<file path="config.mk">
export PLATFORM = sky130hd
export DESIGN_NAME = vga_pattern_gen
export DESIGN_NICKNAME = d
export VERILOG_FILES = /design/src/rtl/vga_pattern_gen.sv
export SDC_FILE = /design/constraint.sdc
export NUM_CORES = 1
export LEC_CHECK = 0
export BUFFER_PORTS_ARGS = -buffer_cell sky130_fd_sc_hd__buf_2
export CORE_MARGIN = 2
export CORE_UTILIZATION = 53
export DETAILED_ROUTE_END_ITERATION = 7
export PLACE_DENSITY_LB_ADDON = 0.05
export REMOVE_ABC_BUFFERS = 1
export SYNTH_ARGS = -nofsm -noshare
export SYNTH_HDL_FRONTEND = slang
export SYNTH_SLANG_ARGS = --single-unit
</file>
<file path="constraint.sdc">
create_clock -name clk -period 1.8 [get_ports clk]
set_input_delay 0.27 -clock clk [delete_from_list [all_inputs] [get_ports clk]]
set_output_delay 0.27 -clock clk [all_outputs]
set_load 0.05 [all_outputs]
</file>
<file path="src/rtl/vga_pattern_gen.sv">
// vga_pattern_gen: VGA raster timing with four selectable test patterns
// (solid, ramp, colour bars, checker). Solid colour and pattern mode are
// double-buffered and only take effect at the frame boundary.
// Optional feature: define PATTERN_ANIMATE_EN to add an 8-bit frame counter
// that scrolls the mode 1 ramp by {frame,4'b0000} each frame.
module vga_pattern_gen #(
  parameter int H_ACTIVE = 640,
  parameter int H_FP     = 16,
  parameter int H_SYNC   = 96,
  parameter int H_BP     = 48,
  parameter int V_ACTIVE = 480,
  parameter int V_FP     = 10,
  parameter int V_SYNC   = 2,
  parameter int V_BP     = 33
) (
  input  logic        clk,
  input  logic        rst,
  input  logic [1:0]  mode,
  input  logic        cfg_valid,
  input  logic [1:0]  cfg_chan,
  input  logic [11:0] cfg_data,
  output logic        hsync_n,
  output logic        vsync_n,
  output logic        de,
  output logic [11:0] R,
  output logic [11:0] G,
  output logic [11:0] B
);

  localparam int H_TOTAL = H_ACTIVE + H_FP + H_SYNC + H_BP;
  localparam int V_TOTAL = V_ACTIVE + V_FP + V_SYNC + V_BP;
  // Counters are at least 11/6 bits so the ramp (hcount[9:0]) and
  // checker (bit 5) slices always exist.
  localparam int HW = ($clog2(H_TOTAL + 1) > 11) ? $clog2(H_TOTAL + 1) : 11;
  localparam int VW = ($clog2(V_TOTAL + 1) > 6) ? $clog2(V_TOTAL + 1) : 6;

  localparam logic [HW-1:0] H_LAST = HW'(H_TOTAL - 1);
  localparam logic [HW-1:0] H_VIS  = HW'(H_ACTIVE);
  localparam logic [HW-1:0] HS_BEG = HW'(H_ACTIVE + H_FP);
  localparam logic [HW-1:0] HS_END = HW'(H_ACTIVE + H_FP + H_SYNC);
  localparam logic [HW-1:0] BAR_W  = HW'(80);
  localparam logic [VW-1:0] V_LAST = VW'(V_TOTAL - 1);
  localparam logic [VW-1:0] V_VIS  = VW'(V_ACTIVE);
  localparam logic [VW-1:0] VS_BEG = VW'(V_ACTIVE + V_FP);
  localparam logic [VW-1:0] VS_END = VW'(V_ACTIVE + V_FP + V_SYNC);
  localparam logic [11:0]   FULL   = '1;

  logic [HW-1:0] hcount_q, hcount_d;
  logic [VW-1:0] vcount_q, vcount_d;
  logic          line_end, frame_end;

  logic [11:0]   r_stage_q, g_stage_q, b_stage_q;
  logic [11:0]   r_act_q, g_act_q, b_act_q;
  logic [1:0]    mode_q;

  logic [11:0]   ramp;
  logic [2:0]    bar;
  logic          chk;
  logic          hs_d, vs_d, de_d;
  logic [11:0]   r_d, g_d, b_d;

  // Next raster position and frame-boundary detection
  always_comb begin
    line_end  = (hcount_q == H_LAST);
    frame_end = line_end && (vcount_q == V_LAST);
    hcount_d  = hcount_q + 1'b1;
    vcount_d  = vcount_q;
    if (line_end) begin
      hcount_d = '0;
      vcount_d = (vcount_q == V_LAST) ? '0 : vcount_q + 1'b1;
    end
  end

  // Raster counters
  always_ff @(posedge clk) begin
    if (rst) begin
      hcount_q <= '0;
      vcount_q <= '0;
    end else begin
      hcount_q <= hcount_d;
      vcount_q <= vcount_d;
    end
  end

  // Staging registers: written any time, last write wins, channel 3 ignored
  always_ff @(posedge clk) begin
    if (rst) begin
      r_stage_q <= '0;
      g_stage_q <= '0;
      b_stage_q <= '0;
    end else if (cfg_valid) begin
      case (cfg_chan)
        2'd0:    r_stage_q <= cfg_data;
        2'd1:    g_stage_q <= cfg_data;
        2'd2:    b_stage_q <= cfg_data;
        default: ;
      endcase
    end
  end

  // Active colour and mode reload at the frame wrap; a coincident cfg write
  // only reaches staging, so active picks up the previous staging value
  always_ff @(posedge clk) begin
    if (rst) begin
      r_act_q <= '0;
      g_act_q <= '0;
      b_act_q <= '0;
      mode_q  <= '0;
    end else if (frame_end) begin
      r_act_q <= r_stage_q;
      g_act_q <= g_stage_q;
      b_act_q <= b_stage_q;
      mode_q  <= mode;
    end
  end

`ifdef PATTERN_ANIMATE_EN
  logic [7:0] frame_q;

  // Frame counter advancing at each frame wrap, wrapping 255 -> 0
  always_ff @(posedge clk) begin
    if (rst) begin
      frame_q <= '0;
    end else if (frame_end) begin
      frame_q <= frame_q + 8'd1;
    end
  end

  assign ramp = {hcount_q[9:0], hcount_q[9:8]} + {frame_q, 4'b0000};
`else
  assign ramp = {hcount_q[9:0], hcount_q[9:8]};
`endif

  // Sync/blanking decode and pattern selection for the current position
  always_comb begin
    bar  = 3'(hcount_q / BAR_W);
    chk  = hcount_q[5] ^ vcount_q[5];
    de_d = (hcount_q < H_VIS) && (vcount_q < V_VIS);
    hs_d = ~((hcount_q >= HS_BEG) && (hcount_q < HS_END));
    vs_d = ~((vcount_q >= VS_BEG) && (vcount_q < VS_END));
    r_d  = '0;
    g_d  = '0;
    b_d  = '0;
    if (de_d) begin
      case (mode_q)
        2'd0: begin
          r_d = r_act_q;
          g_d = g_act_q;
          b_d = b_act_q;
        end
        2'd1: begin
          r_d = ramp;
          g_d = ramp;
          b_d = ramp;
        end
        2'd2: begin
          r_d = bar[2] ? FULL : '0;
          g_d = bar[1] ? FULL : '0;
          b_d = bar[0] ? FULL : '0;
        end
        default: begin
          r_d = chk ? FULL : '0;
          g_d = chk ? FULL : '0;
          b_d = chk ? FULL : '0;
        end
      endcase
    end
  end

  // Registered outputs, all aligned to the same counter state
  always_ff @(posedge clk) begin
    if (rst) begin
      hsync_n <= 1'b1;
      vsync_n <= 1'b1;
      de      <= 1'b0;
      R       <= '0;
      G       <= '0;
      B       <= '0;
    end else begin
      hsync_n <= hs_d;
      vsync_n <= vs_d;
      de      <= de_d;
      R       <= r_d;
      G       <= g_d;
      B       <= b_d;
    end
  end

endmodule
</file>
==> impl_metrics.ini, run 1 <==
[logic_synthesis]
synth_top_family_by_area = simple AND/OR/NAND/NOR gates
synth_simple_gate_area_share_pct = 21.7
synth-xor-area-share_pct = 3.21
ys_ff_latch = 134
seq_total_area_yosys_pct = 46.8
post_synth_inst_count = 665
warning_count_from_the_yosys_run = 0
compound_gate_portion_of_the_synthesized_area_pct = 15.6
synth.distinct_cells = 53
syn-mean-instance-area_sq_um = 8.62
synth-adder-area-share_pct = 0.873
synth_edf_count = 0
synth_mux_area_share_pct = 6.83
mappedNetlistArea_sq_mm = 0.00573
synth_top_flop_cell = sky130_fd_sc_hd__dfxtp_1
asyncSetResetFlopFracSynth_pct = 0

[critical_path]
worst_ep_arrival_time_ns = 2.42
crit_end_category = flop
critPathLaunchType = flop
worstSetupStartpoint = hcount_q[5]$_SDFF_PP0_
timing.critical_path.fanout_max = 6
crit_type = flop to flop
crit-reg2reg-launch = hcount_q[5]$_SDFF_PP0_
regToRegSetupSlack_ns = -0.24
crit_required_ns = 2.18

[timing]
rsz0062_at_grt = yes
worst-slew-pin-transition_ns = 0.432
slew_headroom_pct = 71.2
report.final.setup_viol = 68
max_clock_skew_ns = 0.00489
hold_viol = 0
tns_ns = -7.27
final.period_utilization_pct = 113
finalMaxSlewViolations = 0
postLayoutSetupSlackWorst_ns = -0.239
timing.fmax_mhz = 490
finalWorstPathRequiredPeriod_ns = 2.04
worst_hold_slack_ns = 0.0104

[min_path]
min_path_type = primary input to flop
holdCritStartpoint = cfg_data[3]

[cells_and_area]
finalCoreUtilization_pct = 72.4
most-common-layout-cells = sky130_fd_sc_hd__dfxtp_1, sky130_fd_sc_hd__nand2_1, sky130_fd_sc_hd__buf_4, sky130_fd_sc_hd__nor2_1, sky130_fd_sc_hd__buf_2
drive_above_1_share_pct = 29.2
final_nets = 800
area_growth_syn_to_layout_pct = 31.6
mostFrequentLayoutCell = sky130_fd_sc_hd__dfxtp_1
n_antenna_cell = 0
finalNonFillerCells = 924

[status]
violated_checks = negative setup slack
outcome = finished, violations left

[placement]
gp_congestion = 0.907
portBuffers = 57
dp.final_hpwl_mm = 9.80
dp_cells = 876

[clocking]
insertion_delay_ns = 0.53
clkSinkCount = 134
path_clk_slew_ns = 0.06
tritoncts = built
cts.root.buffer_cell = sky130_fd_sc_hd__clkbuf_8
tritoncts.num_buffers = 17
clock_tree.buffer_depth = 2
cts-htree-levels = 4

[die]
die-height_um = 108
chipWidth_um = 108
start_util_pct = 55.0
die_area_sq_mm = 0.0117
core.rowCount = 37
core_area_sq_mm = 0.0104
floorplan.io_pins = 58

[route]
postRouteWirelength_mm = 15.8
post-route-drc-count = 0
total_number_of_vias = 5031
final_antenna_net_count = 0
post_drt_wl_per_cell_um = 17.1
drtPass1Iterations = 7
drt-initial-drc-count = 282
route.detailed.vias_per_inst = 5.44

[power]
cellPowerDensity_mw_per_mm2 = 845
p_leak_nw = 3.20
max-vdd-ir-drop_mv = 0.712

[global_route]
grt_pass1_vias = 4792
grt_first_pass_wirelength_mm = 24.3
number_of_antenna_violations_at_the_first_check_in_global_routing = 0
grt_max_degree = 81
grt_util_all_layers_pct = 27.3
grt_overflow_total = 0

[job]
max_cap_viol_count = 0
[power by group]
part	switching, W	internal [W]
Sequential	0.0000199	0.00300
Combinational	0.000135	0.0000969
Clock	0.00125	0.00188
Total	0.00140	0.00497
[per-layer routing]
layer	track usage (%)	part of all wire [%]
met4	8.06	1.2
met1	36.3	45
met3	6.15	5.3
met2	44.5	48
met5	0	0
[cell usage after synthesis (3+ instances only)]
cell type | n | area (sq um)
sky130_fd_sc_hd__ha_1 | 4 | 50.1
sky130_fd_sc_hd__nor2b_1 | 3 | 18.8
sky130_fd_sc_hd__inv_1 | 8 | 30.0
sky130_fd_sc_hd__a31oi_1 | 14 | 87.6
sky130_fd_sc_hd__nand4_1 | 8 | 50.1
sky130_fd_sc_hd__nand2_1 | 94 | 353
sky130_fd_sc_hd__nand3_1 | 12 | 60.1
sky130_fd_sc_hd__o21a_1 | 26 | 195
sky130_fd_sc_hd__nand3b_1 | 6 | 45.0
sky130_fd_sc_hd__o21ai_0 | 4 | 20.0
sky130_fd_sc_hd__nand2b_1 | 44 | 275
sky130_fd_sc_hd__nor2_1 | 65 | 244
sky130_fd_sc_hd__buf_2 | 12 | 60.1
sky130_fd_sc_hd__and3_1 | 5 | 31.3
sky130_fd_sc_hd__a21o_1 | 15 | 113
sky130_fd_sc_hd__dfxtp_1 | 134 | 2680
sky130_fd_sc_hd__nor4_1 | 4 | 25.0
sky130_fd_sc_hd__buf_4 | 4 | 30.0
sky130_fd_sc_hd__xor2_1 | 11 | 96.3
sky130_fd_sc_hd__nor3_1 | 4 | 20.0
sky130_fd_sc_hd__xnor2_1 | 10 | 87.6
sky130_fd_sc_hd__a21oi_1 | 70 | 350
sky130_fd_sc_hd__clkbuf_1 | 29 | 109
sky130_fd_sc_hd__nor3b_1 | 3 | 22.5
sky130_fd_sc_hd__mux2i_1 | 38 | 380
sky130_fd_sc_hd__buf_1 | 7 | 26.3
[stage by stage]
step                      power [W]  area (sq um)  worst slack [ns]
after floorplan             0.00318          5490            -0.663
after global placement      0.00329          6540            -0.390
after detailed placement    0.00330          6540            -0.486
after CTS                   0.00640          7410            -0.175
after global routing        0.00654          7540            -0.290
final                       0.00637          7540            -0.239
[layout make-up]
cell class / instances / area, sq um
multi-input cells: 468 / 3010
fillers: 815 / 2870
flip-flops and latches: 134 / 2700
repair buffers: 146 / 1100
clock buffers: 21 / 449
well taps: 136 / 170
clock inverters: 9 / 78.8
inverters: 10 / 37.5
[timing repair]
item | 4_1_cts | 5_1_grt
cloned | 2 | 3
buffers inserted | 6 | 2
hold buffers | 5 | 0
pin swaps | 28 | 21
endpoints found under the setup margin | 72 | 84
gates resized for setup | 62 | 13
endpoints found under the hold margin | 6 | 0
[registers in the layout, summed over array words and instances, names as in the netlist]
register   cells
b_stage_q     12
hcount_q      11
r_act_q       12
G             12
g_act_q       12
mode_q         2
b_act_q       12
r_stage_q     12
vsync_n        1
vcount_q      10
B             12
R             12
hsync_n        1
de             1
g_stage_q     12
[worst paths after layout]
path,endpoint,depth (start not counted)
max,B[8]$_SDFF_PP0_,7
min,b_stage_q[3]$_SDFFE_PP0P_,3
max reg2reg,B[8]$_SDFF_PP0_,7
min reg2reg,g_act_q[2]$_SDFFE_PP0P_,2
[cell families (layout without fill, tap and decap cells)]
logic type,after synthesis,after routing
xor gates and xnor gates,21,21
adders and majority gates,4,4
muxes,39,39
AOI/OAI and AO/OA,143,144
buffers and inverters,64,186
and+or+nand+nor,260,260
DFF,134,134
[worst max-delay path, cell delays in order, from the launching register on]
cell                       delay (ns)
sky130_fd_sc_hd__dfxtp_4         0.36
sky130_fd_sc_hd__or4b_4          0.53
sky130_fd_sc_hd__a21oi_2         0.14
sky130_fd_sc_hd__o31a_1          0.16
sky130_fd_sc_hd__a21oi_2         0.07
sky130_fd_sc_hd__a311oi_2        0.32
sky130_fd_sc_hd__buf_4           0.23
sky130_fd_sc_hd__a31oi_1         0.10
No activity file was read; power rests on OpenSTA's default activity.
==> inputs of run 2 (changes only) <==
Settings changed: GPL_TIMING_DRIVEN from default to 0.
==> run 2 against run 1 <==
Compared with the run above:
- the flow still finishes with violations (negative setup slack)
- register-to-register slack barely moved
- first-iteration DRC count rose by 31%
- core utilization rose by 2.2 points
- via count rose by 4.4%
- sequential power barely moved
- clock power rose by 6%
- critical path depth rose by 1
- critical path type unchanged
- largest cell class unchanged
- highest routed layer unchanged
==> impl_metrics.ini, run 2 (same netlist as run 1, synthesis figures left out) <==
[min_path]
min_path_type = primary input to flop

[global_route]
grt_overflow_total = 0
grt_first_pass_wirelength_mm = 26.6
grt_pass1_vias = 5034
grt_util_all_layers_pct = 30.5
grt_max_degree = 84
number_of_antenna_violations_at_the_first_check_in_global_routing = 0

[timing]
worst-slew-pin-transition_ns = 1.06
slew_headroom_pct = 29.2
finalMaxSlewViolations = 0
report.final.setup_viol = 72
rsz0062_at_grt = yes
postLayoutSetupSlackWorst_ns = -0.245
hold_viol = 0
final.period_utilization_pct = 114
timing.fmax_mhz = 489
finalWorstPathRequiredPeriod_ns = 2.04
tns_ns = -8.34
max_clock_skew_ns = 0.00544

[critical_path]
cp_slowest_cell = sky130_fd_sc_hd__dfxtp_4
crit_type = flop to flop
path_cells = buf_4, nand2b_1, xor2_1, o2111ai_1, nor3_4, a311oi_4, buf_12, a31oi_1
crit_end_category = flop
crit_required_ns = 2.21
timing.critical_path.buf_inv = 2
timing.critical_path.fanout_max = 12
critPathLaunchType = flop
worstSetupStartpoint = hcount_q[7]$_SDFF_PP0_
rr_endpoint = B[3]$_SDFF_PP0_
cp_top_family = compound AO/OA/AOI/OAI gates
crit_end = B[3]$_SDFF_PP0_
r2r_cells = 8
slowest_delay_ns = 0.35
crit-reg2reg-launch = hcount_q[7]$_SDFF_PP0_
timing.critical_path.depth = 8
worst_ep_arrival_time_ns = 2.46
regToRegSetupSlack_ns = -0.24

[cells_and_area]
mostFrequentLayoutCell = sky130_fd_sc_hd__dfxtp_1
most-common-layout-cells = sky130_fd_sc_hd__dfxtp_1, sky130_fd_sc_hd__nor2_1, sky130_fd_sc_hd__buf_2, sky130_fd_sc_hd__nand2_1, sky130_fd_sc_hd__a21oi_1
n_antenna_cell = 0
area_growth_syn_to_layout_pct = 35.5
final.fill_count = 756
drive_above_1_share_pct = 31.1
finalCoreUtilization_pct = 74.6
final_nets = 775

[clocking]
tritoncts = built
cts.root.buffer_cell = sky130_fd_sc_hd__clkbuf_8
tritoncts.num_buffers = 17
insertion_delay_ns = 0.54
clkSinkCount = 134
cts-htree-levels = 4
clock_tree.buffer_depth = 2
path_clk_slew_ns = 0.06

[route]
wl_met1_mm = 7.01
routed.top_layer = met4
total_number_of_vias = 5252
post-route-drc-count = 0
final_antenna_net_count = 0
drt-initial-drc-count = 369
postRouteWirelength_mm = 17.2
drtPass1Iterations = 8
post_drt_wl_per_cell_um = 19.1
route.met3.wl_mm = 1.36
route.detailed.vias_per_inst = 5.83
dr_wl_met2_mm = 8.31

[die]
core.rowCount = 37
chipWidth_um = 108
core_area_sq_mm = 0.0104
start_util_pct = 55.0
die_area_sq_mm = 0.0117
floorplan.io_pins = 58
die-height_um = 108

[power]
max-vdd-ir-drop_mv = 0.758
cellPowerDensity_mw_per_mm2 = 843
p_leak_nw = 3.15
power.total_w = 0.00655

[job]
max_cap_viol_count = 0

[placement]
gp_congestion = 0.863
portBuffers = 57
preCtsSetupSlack_ns = -1.67
dp.final_hpwl_mm = 7.72

[status]
outcome = finished, violations left
violated_checks = negative setup slack
[run 2: cell types whose count changed in the layout (fill, tap and decap cells not counted), sizes merged]
cell         delta
buf            -45
dlygate4sd3     +8
nand2           +7
and2            +4
clkbuf          +4
clkinv          -3
and3            +1
nand2b          +1
[run 2: report_power, final]
group | internal, W | switching [W] | total [W] | leakage (nW)
Clock | 0.00205 | 0.00126 | 0.00331 | 0.278
Combinational | 0.0000889 | 0.000128 | 0.000217 | 1.78
Sequential | 0.00299 | 0.0000278 | 0.00302 | 1.09
Total | 0.00513 | 0.00142 | 0.00655 | 3.15
[run 2: worst min-delay path by stage]
stage                                  startpoint                   endpoint  slack, ns  cells past startpoint
final                                 cfg_data[8]  b_stage_q[8]$_SDFFE_PP0P_       0.03                      3
after global routing                  cfg_data[8]  g_stage_q[8]$_SDFFE_PP0P_       0.05                      3
after CTS                             cfg_data[8]  b_stage_q[8]$_SDFFE_PP0P_     0.0009                      3
after detailed placement  r_act_q[4]$_SDFFE_PP0P_    r_act_q[4]$_SDFFE_PP0P_       0.44                      2
after global placement    b_act_q[0]$_SDFFE_PP0P_    b_act_q[0]$_SDFFE_PP0P_       0.44                      2
after floorplan                               rst    b_act_q[0]$_SDFFE_PP0P_       0.34                      1
[run 2: area by class of cell]
type,instances,area [sq um],area share (%)
Sequential cell,134,2720,35.0
Timing Repair Buffer,108,858,11.0
Multi-Input combinational cell,481,3410,43.8
Tap cell,136,170,2.19
Clock buffer,26,508,6.54
Clock inverter,6,63.8,0.821
Inverter,10,45.0,0.580
[run 2: worst register-to-register path, delay by kind of cell (launching register included)]
family          cells  cell delay [ns]
compound gates      3             0.76
buf+inv             2             0.37
flops               1             0.35
simple gates        2             0.28
xor+xnor            1             0.17
[run 2: timing repair]
item	in CTS	in global routing
hold buffers	13	0
resized for setup	137	22
setup endpoints to repair	93	84
buffers inserted	33	6
endpoints found under the hold margin	24	0
gates cloned	15	0
pin swaps	64	6
[run 2: routing by layer]
metal | global-route usage (%) | vias to the layer above
met2 | 49.7 | 236
met3 | 8.26 | 48
li1 | - | 2461
met4 | 13.3 | 0
met1 | 38.1 | 2507
met5 | 0 | -
[run 2: per-stage QoR]
step	hold slack, ns	area (sq um)	cells
floorplan	0.339	5490	611
global route	0.0470	7770	901
global placement	0.438	5940	804
CTS	0.000874	7630	898
detailed placement	0.444	5960	805
finish	0.0251	7770	901
